$ cat config.mk
export PLATFORM = sky130hd
export DESIGN_NAME = spi_slave_reg_bank
export DESIGN_NICKNAME = d
export VERILOG_FILES = /design/src/rtl/spi_slave_reg_bank.sv
export SDC_FILE = /design/constraint.sdc
export NUM_CORES = 1
export LEC_CHECK = 0
export CORE_ASPECT_RATIO = 1.4
export CORE_MARGIN = 8
export CORE_UTILIZATION = 51
export DETAILED_ROUTE_END_ITERATION = 7
export PLACE_DENSITY = 0.82
export REMOVE_ABC_BUFFERS = 1
export SKIP_CTS_REPAIR_TIMING = 1
export SLEW_MARGIN = 20
export SYNTH_ARGS = -nofsm -noshare
export SYNTH_HDL_FRONTEND = slang
export SYNTH_SLANG_ARGS = --single-unit
$ cat constraint.sdc
create_clock -name clk -period 3.05 [get_ports clk]
set_input_delay 0.4575 -clock clk [delete_from_list [all_inputs] [get_ports clk]]
set_output_delay 0.4575 -clock clk [all_outputs]
set_load 0.05 [all_outputs]
$ cat src/rtl/spi_slave_reg_bank.sv
// Command decoder and register bank between the SPI byte receiver and transmitter.
// Responds 1 clk after each received byte; no backpressure (the master paces bytes >= 4 clk apart).
// Define SPI_REG_AUTOINC_EN for burst access (address steps after every data byte).
module spi_slave_reg_bank #(
    parameter int          DEPTH   = 16,
    parameter logic [7:0]  RST_VAL = 8'h00
) (
    input  logic                 clk,
    input  logic                 rst_n,
    input  logic                 spi_cs,
    input  logic                 rover,
    input  logic [7:0]           rdata,
    output logic                 txd_en,
    output logic [7:0]           txd_data,
    output logic                 wr_pulse,
    output logic [6:0]           wr_addr,
    output logic [DEPTH*8-1:0]   reg_flat
);

`ifdef SPI_REG_AUTOINC_EN
    localparam logic [6:0] ADDR_STEP = 7'd1;
`else
    localparam logic [6:0] ADDR_STEP = 7'd0;
`endif

    typedef enum logic [1:0] {IDLE, CMD, WR, RD} state_t;

    state_t     state, state_nxt;
    logic       cs_meta, cs_s;
    logic [6:0] addr, addr_nxt;
    logic [6:0] ld_addr;
    logic       ld_en, wr_en;
    logic       addr_ok;
    logic [7:0] rd_byte;
    logic [7:0] regs [DEPTH];

    // Chip select is asynchronous to clk; idle (high) out of reset.
    always_ff @(posedge clk or negedge rst_n) begin
        if (!rst_n) begin
            cs_meta <= 1'b1;
            cs_s    <= 1'b1;
        end else begin
            cs_meta <= spi_cs;
            cs_s    <= cs_meta;
        end
    end

    always_ff @(posedge clk or negedge rst_n) begin
        if (!rst_n) state <= IDLE;
        else        state <= state_nxt;
    end

    always_comb begin
        state_nxt = state;
        if (cs_s) begin
            state_nxt = IDLE;
        end else begin
            case (state)
                IDLE:    state_nxt = CMD;
                CMD:     if (rover) state_nxt = rdata[7] ? RD : WR;
                default: state_nxt = state;
            endcase
        end
    end

    assign addr_ok = ({25'd0, addr} < 32'(DEPTH));

    // A byte arriving in the cycle cs_s goes high is dropped: cs takes priority.
    always_comb begin
        addr_nxt = addr;
        ld_addr  = addr;
        ld_en    = 1'b0;
        wr_en    = 1'b0;
        if (!cs_s && rover) begin
            case (state)
                CMD: begin
                    addr_nxt = rdata[6:0];
                    ld_addr  = rdata[6:0];
                    ld_en    = rdata[7];
                end
                WR: begin
                    wr_en    = addr_ok;
                    addr_nxt = addr + ADDR_STEP;
                end
                RD: begin
                    addr_nxt = addr + ADDR_STEP;
                    ld_addr  = addr + ADDR_STEP;
                    ld_en    = 1'b1;
                end
                default: ;
            endcase
        end
    end

    // Addresses past the bank read back as all ones.
    always_comb begin
        rd_byte = 8'hFF;
        for (int k = 0; k < DEPTH; k++) begin
            if (ld_addr == 7'(k)) rd_byte = regs[k];
        end
    end

    always_ff @(posedge clk or negedge rst_n) begin
        if (!rst_n) begin
            addr     <= 7'd0;
            txd_en   <= 1'b0;
            txd_data <= 8'h00;
            wr_pulse <= 1'b0;
            wr_addr  <= 7'd0;
        end else begin
            addr     <= addr_nxt;
            txd_en   <= ld_en;
            wr_pulse <= wr_en;
            if (ld_en) txd_data <= rd_byte;
            if (wr_en) wr_addr  <= addr;
        end
    end

    always_ff @(posedge clk or negedge rst_n) begin
        if (!rst_n) begin
            for (int k = 0; k < DEPTH; k++) regs[k] <= RST_VAL;
        end else begin
            for (int k = 0; k < DEPTH; k++) begin
                if (wr_en && addr == 7'(k)) regs[k] <= rdata;
            end
        end
    end

    for (genvar g = 0; g < DEPTH; g++) begin : g_flat
        assign reg_flat[8*g +: 8] = regs[g];
    end

endmodule

==> reports/results.ini, run 1 <==
[die]
fp.dieW_microns = 117
initial_utilization_pct = 51.6
dieArea_sq_mm = 0.0186
die_h_microns = 158
core_area_sq_mm = 0.0142
rows = 52
ios = 157

[route]
avgViaCountPerCell = 6.17
drcViolationCount = 0
dr_total_vias = 6562
drtIter0Drc = 425
ant_nets = 0
dr.pass1.iters = 5
wirelength_mm = 27.2
wl_per_cell_microns = 25.5

[place]
hpwl_mm = 20.3
dp_slack_ns = 0.0202
port_buffers = 156
gp_congestion = 0.972
dpl.cell_count = 1032

[timing]
fin_crit_ns = 2.75
drv_slew = 0
post-route-period-util_pct = 90.1
setup_slack_ns = 0.301
relSlewSlack_pct = 57.1
setup_viol = 0
tns_ns = 0
tightestPinTransition_ns = 0.639
final_hold_viol_count = 0
rsz0062_at_grt = no
fmax_mhz = 364
finalClockSkew_ns = 0.00864

[synth]
synth_commonest_cells = 154 x dfrtp_1, 116 x mux2_2, 83 x nand2_1
synth_seq_cells = 156
synth_top_area_share_pct = 52.5
synth_cells = 659
synth.yosys.seq_area_share_pct = 53.2
synth_edf_count = 0
synth_top_cell_by_area = dfrtp_1
ys_types = 61
syn_avg_cell_area_sq_um = 11.1
synthArstFlopShare_pct = 100
syn_area_sq_mm = 0.00735
ys_warn_count = 0
synthTopCellsByArea = dfrtp_1 52%, mux2_2 18%, nand2_1 4.2%, o21ai_0 2.0%, nor2_1 1.9%
synthFlopType = dfrtp_1
yosysMostFrequentCell = dfrtp_1

[clocking]
cts_max_path_buffers = 2
root_buffer = clkbuf_16
cts_tree = yes
htreeDepth = 4
clkSinkCount = 156
cts_buffers = 17
clk_latency_ns = 0.43
clk_pin_slew_ns = 0.07

[power]
ir_worst_vdd_mv = 0.478
p_leak_nw = 4.65
power_density_mw_per_mm2 = 639

[flow_run]
cap_violations = 0

[critical_path]
endpoint_kind = flip-flop
crit_fanout = 9
regToRegStartpoint = cs_s
critical_path_class = reg -> reg
start_kind = flip-flop
crit_path_start = cs_s
required_ns = 3.42
cp.arrival_ns = 3.12

[run_status]
status = finished, final reports clean

[global_routing]
grt_overflow = 0
grt_pass1_vias = 6867
grt_pass1_wl_mm = 41.9
grt_usage_pct = 29.6
grt_max_degree = 67
antenna_found_initial = 0

[hold_path]
hold_class = in -> async

[cells_and_area]
layout-drive-gt1-share_pct = 26.2
syn2layout_area_growth_pct = 37.9
n_fill_cell = 1003
antenna_cells = 0
final_net_count = 874
stdcell_count = 1064

==> kinds of logic after synthesis <==
kind of cell    synth area share [%]
flops                           53.2
buf+inv                         2.86
mux                             20.5
compound gates                  11.4
simple gates                    12.0
==> worst max-delay path, stage by stage (launching register included) <==
cell	delay, ns
dfstp_2	0.57
and4bb_1	0.30
buf_4	0.21
a21oi_1	0.47
buf_4	0.22
nor3_1	0.05
or4_1	0.48
o31ai_1	0.25
a22o_1	0.15
==> cells in the final DEF, fill, tap and decap left out, types with 5 or more instances in the layout <==
cell / n
mux2i_1: 9
and2_1: 7
inv_6: 7
o22ai_1: 8
o21ai_1: 9
a21oi_1: 24
o211ai_1: 5
o21ai_0: 29
a22oi_1: 6
nor3_1: 12
mux2_1: 7
clkbuf_16: 17
buf_4: 69
nand2_1: 83
a31oi_1: 5
nor2b_1: 5
nand3_1: 19
dfrtp_1: 154
nor2_1: 38
mux2_2: 116
clkdlybuf4s50_1: 155
nand4_1: 5
a221oi_1: 6
==> power by group <==
| part | switching [mW] | internal [mW] | total (mW) |
|---|---|---|---|
| clock | 0.971 | 1.17 | 2.14 |
| combinational | 1.25 | 0.680 | 1.93 |
| sequential | 0.176 | 2.23 | 2.40 |
==> path summary, 6_finish.rpt <==
| kind | depth (start not counted) | to | slack [ns] |
|---|---|---|---|
| max | 8 | txd_data[1] | 0.30 |
| min | 1 | reg_flat[1] | 0.009 |
| max reg2reg | 8 | txd_data[1] | 0.30 |
| min reg2reg | 0 | cs_s | 0.36 |
| max in group asynchronous | 2 | reg_flat[50] | 2.24 |
| min in group clk | 0 | cs_s | 0.36 |
==> final cells by class <==
class,count,area (sq um),area share (%)
clock buffers,17,425,4.20
inverters,5,21.3,0.210
clock inverters,15,170,1.68
repair buffers,228,2140,21.1
multi-input cells,454,3230,31.9
flip-flops and latches,156,3910,38.5
well taps,189,236,2.33
==> routing by layer <==
metal	GRT usage (%)	part of all wire [%]
met3	6.14	7.3
met1	34.8	38
met4	14.3	3.6
met5	0	0
met2	50.8	51
==> registers in the layout, summed over array words and instances (netlist names) <==
name and flops:
addr 7, cs_meta 1, cs_s 1, reg_flat 128, state 2, txd_data 8
txd_en 1, wr_addr 7, wr_pulse 1
==> through the flow <==
| step | util, % | total power [mW] | instance area (sq um) | hold slack (ns) |
|---|---|---|---|---|
| global route | 71.1 | 6.69 | 10100 | 0.0506 |
| global placement | 66.9 | 4.33 | 9540 | 0.348 |
| detailed placement | 66.9 | 4.34 | 9540 | 0.349 |
| finish | 71.1 | 6.47 | 10100 | 0.00861 |
| CTS | 71.1 | 6.47 | 10100 | 0.0396 |
| floorplan | - | 3.45 | 7160 | 0.162 |
Power figures use the tool's default switching activity.
==> run 2: changes to the inputs <==
--- a/config.mk
+++ b/config.mk
@@ -9,6 +9,7 @@
 export CORE_MARGIN = 8
 export CORE_UTILIZATION = 51
 export DETAILED_ROUTE_END_ITERATION = 7
+export GPL_TIMING_DRIVEN = 0
 export PLACE_DENSITY = 0.82
 export REMOVE_ABC_BUFFERS = 1
 export SKIP_CTS_REPAIR_TIMING = 1
==> run 2 against run 1 <==
  * Fmax down 9.7%
  * Flip-flop and latch count unchanged
  * Count of clock-buffer cells in the layout up 4
  * Non-clock buffer count down 55
  * Die area unchanged
  * Clock skew down 0.0014 ns
  * Critical path type unchanged
==> reports/results.ini, run 2 (synthesis gave the netlist of run 1 again) <==
[run_status]
status = finished, final reports clean

[route]
wirelength_mm = 24.8  ; -8.9%
wl_per_cell_microns = 24.6  ; -3.8%
dr.pass1.iters = 6  ; +1
dr_total_vias = 6405  ; -2.4%
drcViolationCount = 0  ; unchanged
ant_nets = 0  ; unchanged
avgViaCountPerCell = 6.35  ; +3.0%
drtIter0Drc = 641  ; +51%

[power]
p_leak_nw = 4.43  ; -4.6%
ir_worst_vdd_mv = 0.427  ; -11%
power_density_mw_per_mm2 = 647  ; +1.3%

[timing]
drv_slew = 0  ; unchanged
tightestPinTransition_ns = 1.05  ; +0.413 ns
setup_slack_ns = 0.00670  ; -0.294 ns
fmax_mhz = 329  ; -9.7%
setup_viol = 0  ; unchanged
finalHoldWorstSlack_ns = 0.357  ; +0.348 ns
relSlewSlack_pct = 29.3  ; -28 points
final_hold_viol_count = 0  ; unchanged
finalClockSkew_ns = 0.00728  ; -0.00136 ns
fin_crit_ns = 3.04  ; +0.294 ns
post-route-period-util_pct = 99.8  ; +9.6 points
rsz0062_at_grt = yes

[clocking]
clk_pin_slew_ns = 0.06  ; about the same
cts_buffers = 17  ; unchanged
cts_tree = yes
root_buffer = clkbuf_16
cts_max_path_buffers = 2  ; unchanged
clkSinkCount = 156  ; unchanged
htreeDepth = 4  ; unchanged
clk_latency_ns = 0.43  ; about the same

[die]
ios = 157  ; unchanged
die_h_microns = 158  ; unchanged
rows = 52  ; unchanged
core_area_sq_mm = 0.0142  ; unchanged
initial_utilization_pct = 51.6  ; unchanged
dieArea_sq_mm = 0.0186  ; unchanged
fp.dieW_microns = 117  ; unchanged

[critical_path]
ff2ff_path_depth = 8  ; unchanged
reg2reg_setup_slack_ns = 0.007  ; -0.29 ns
cp.arrival_ns = 3.41  ; +0.29 ns
rr_endpoint = txd_data[1]
endpoint = txd_data[1]
critical_path_class = reg -> reg
regToRegStartpoint = cs_s
crit_path_start = cs_s
required_ns = 3.41  ; about the same
start_kind = flip-flop
crit_fanout = 43  ; +34
endpoint_kind = flip-flop

[global_routing]
grt_pass1_vias = 6426  ; -6.4%
grt_max_degree = 93  ; +39%
grt_usage_pct = 26.5  ; -3.0 points
grt_pass1_wl_mm = 37.9  ; -9.5%
grtUsageMet3_pct = 6.35  ; +0.21 points
met2_usage_pct = 45.0  ; -5.8 points
groute.layer.met1.usage_pct = 29.4  ; -5.3 points
antenna_found_initial = 0  ; unchanged
grt_overflow = 0  ; unchanged
busiest_layer = met2

[cells_and_area]
fin_area_sq_mm = 0.00982  ; -3.1%
largest_reg_flops = 128  ; unchanged
layout_common_cells = 154 x dfrtp_1, 148 x clkdlybuf4s50_1, 116 x mux2_2, 83 x nand2_1, 37 x nor2_1
layout_commonest_cell = dfrtp_1
stdcell_count = 1008  ; -5.3%
finish.utilization_pct = 68.9  ; -2.2 points
final_net_count = 819  ; -6.3%
antenna_cells = 0  ; unchanged
syn2layout_area_growth_pct = 33.7
n_fill_cell = 1013  ; +1.0%
multi_input_area_sq_mm = 0.00331  ; +2.3%
seq_area_sq_mm = 0.00391  ; unchanged
layout-drive-gt1-share_pct = 22.5  ; -3.7 points

[place]
gp_congestion = 0.899  ; -7.5%
post_dp_cell_area_sq_mm = 0.00903  ; -5.3%
dpl.cell_count = 963  ; -6.7%
dp_slack_ns = -2.00  ; -2.02 ns
port_buffers = 156  ; unchanged
hpwl_mm = 17.0  ; -16%

[flow_run]
cap_violations = 0  ; unchanged

[hold_path]
hold_class = reg -> reg

## run 2: cell types whose count changed in the layout (fill, tap and decap cells not counted), moves of 3 or more
cell / change
buf_12: -3
dlymetal6s2s_1: +6
buf_8: +3
buf_4: -57
inv_6: -7
clkinvlp_4: +4
clkdlybuf4s50_1: -7
## run 2: final cells by class
class	instances	share of cell area, %
Clock inverter	10	1.20
Clock buffer	21	4.69
Tap cell	189	2.41
Sequential cell	156	39.8
Multi-Input combinational cell	454	33.7
Inverter	5	0.306
Timing Repair Buffer	173	17.9
## run 2: worst min path at each step
stage                        from      endpoint  slack, ns  cells past startpoint
after floorplan             rst_n       addr[0]       0.16                      0
after global placement    cs_meta          cs_s       0.35                      0
after detailed placement  cs_meta          cs_s       0.35                      0
after CTS                   rst_n  reg_flat[17]      -0.02                      1
after global routing      cs_meta          cs_s       0.36                      0
final                     cs_meta          cs_s       0.36                      0
## run 2: critical path, stage by stage (launching register included)
cell and delay (ns):
dfstp_2 0.57, nand4bb_4 0.24, mux2i_4 0.47, inv_8 0.22, mux2i_1 0.19, a32o_1 0.27
or4_1 0.52, o31ai_1 0.31, a22o_1 0.18
## run 2: per-layer routing
metal  vias to the layer above  part of all wire, %
li1                       2695                    -
met1                      3166                   36
met2                       425                   49
met3                       119                  8.9
met4                         0                  5.9
met5                         -                    0
## run 2: where the power goes
| group | internal (mW) | total (mW) | switching [mW] |
|---|---|---|---|
| logic | 0.622 | 1.88 | 1.26 |
| registers | 2.23 | 2.39 | 0.167 |
| clock network | 1.24 | 2.08 | 0.837 |
| total | 4.09 | 6.35 | 2.26 |
## run 2: through the flow
step | setup TNS (ns) | power (mW)
6_report | 0 | 6.35
4_1_cts | -33.09 | 6.24
3_5_place_dp | -33.05 | 4.16
3_3_place_gp | -710.52 | 4.09
5_1_grt | -0.103 | 6.57
2_1_floorplan | -4.43 | 3.45
==> run 3: changes to the inputs <==
--- a/config.mk
+++ b/config.mk
@@ -10,6 +10,7 @@
 export CORE_UTILIZATION = 51
 export DETAILED_ROUTE_END_ITERATION = 7
 export GPL_TIMING_DRIVEN = 0
+export HOLD_SLACK_MARGIN = 0.08
 export PLACE_DENSITY = 0.82
 export REMOVE_ABC_BUFFERS = 1
 export SKIP_CTS_REPAIR_TIMING = 1
==> results of run 3 <==
No change in the layout: final DEF, timing and power equal those of run 2.
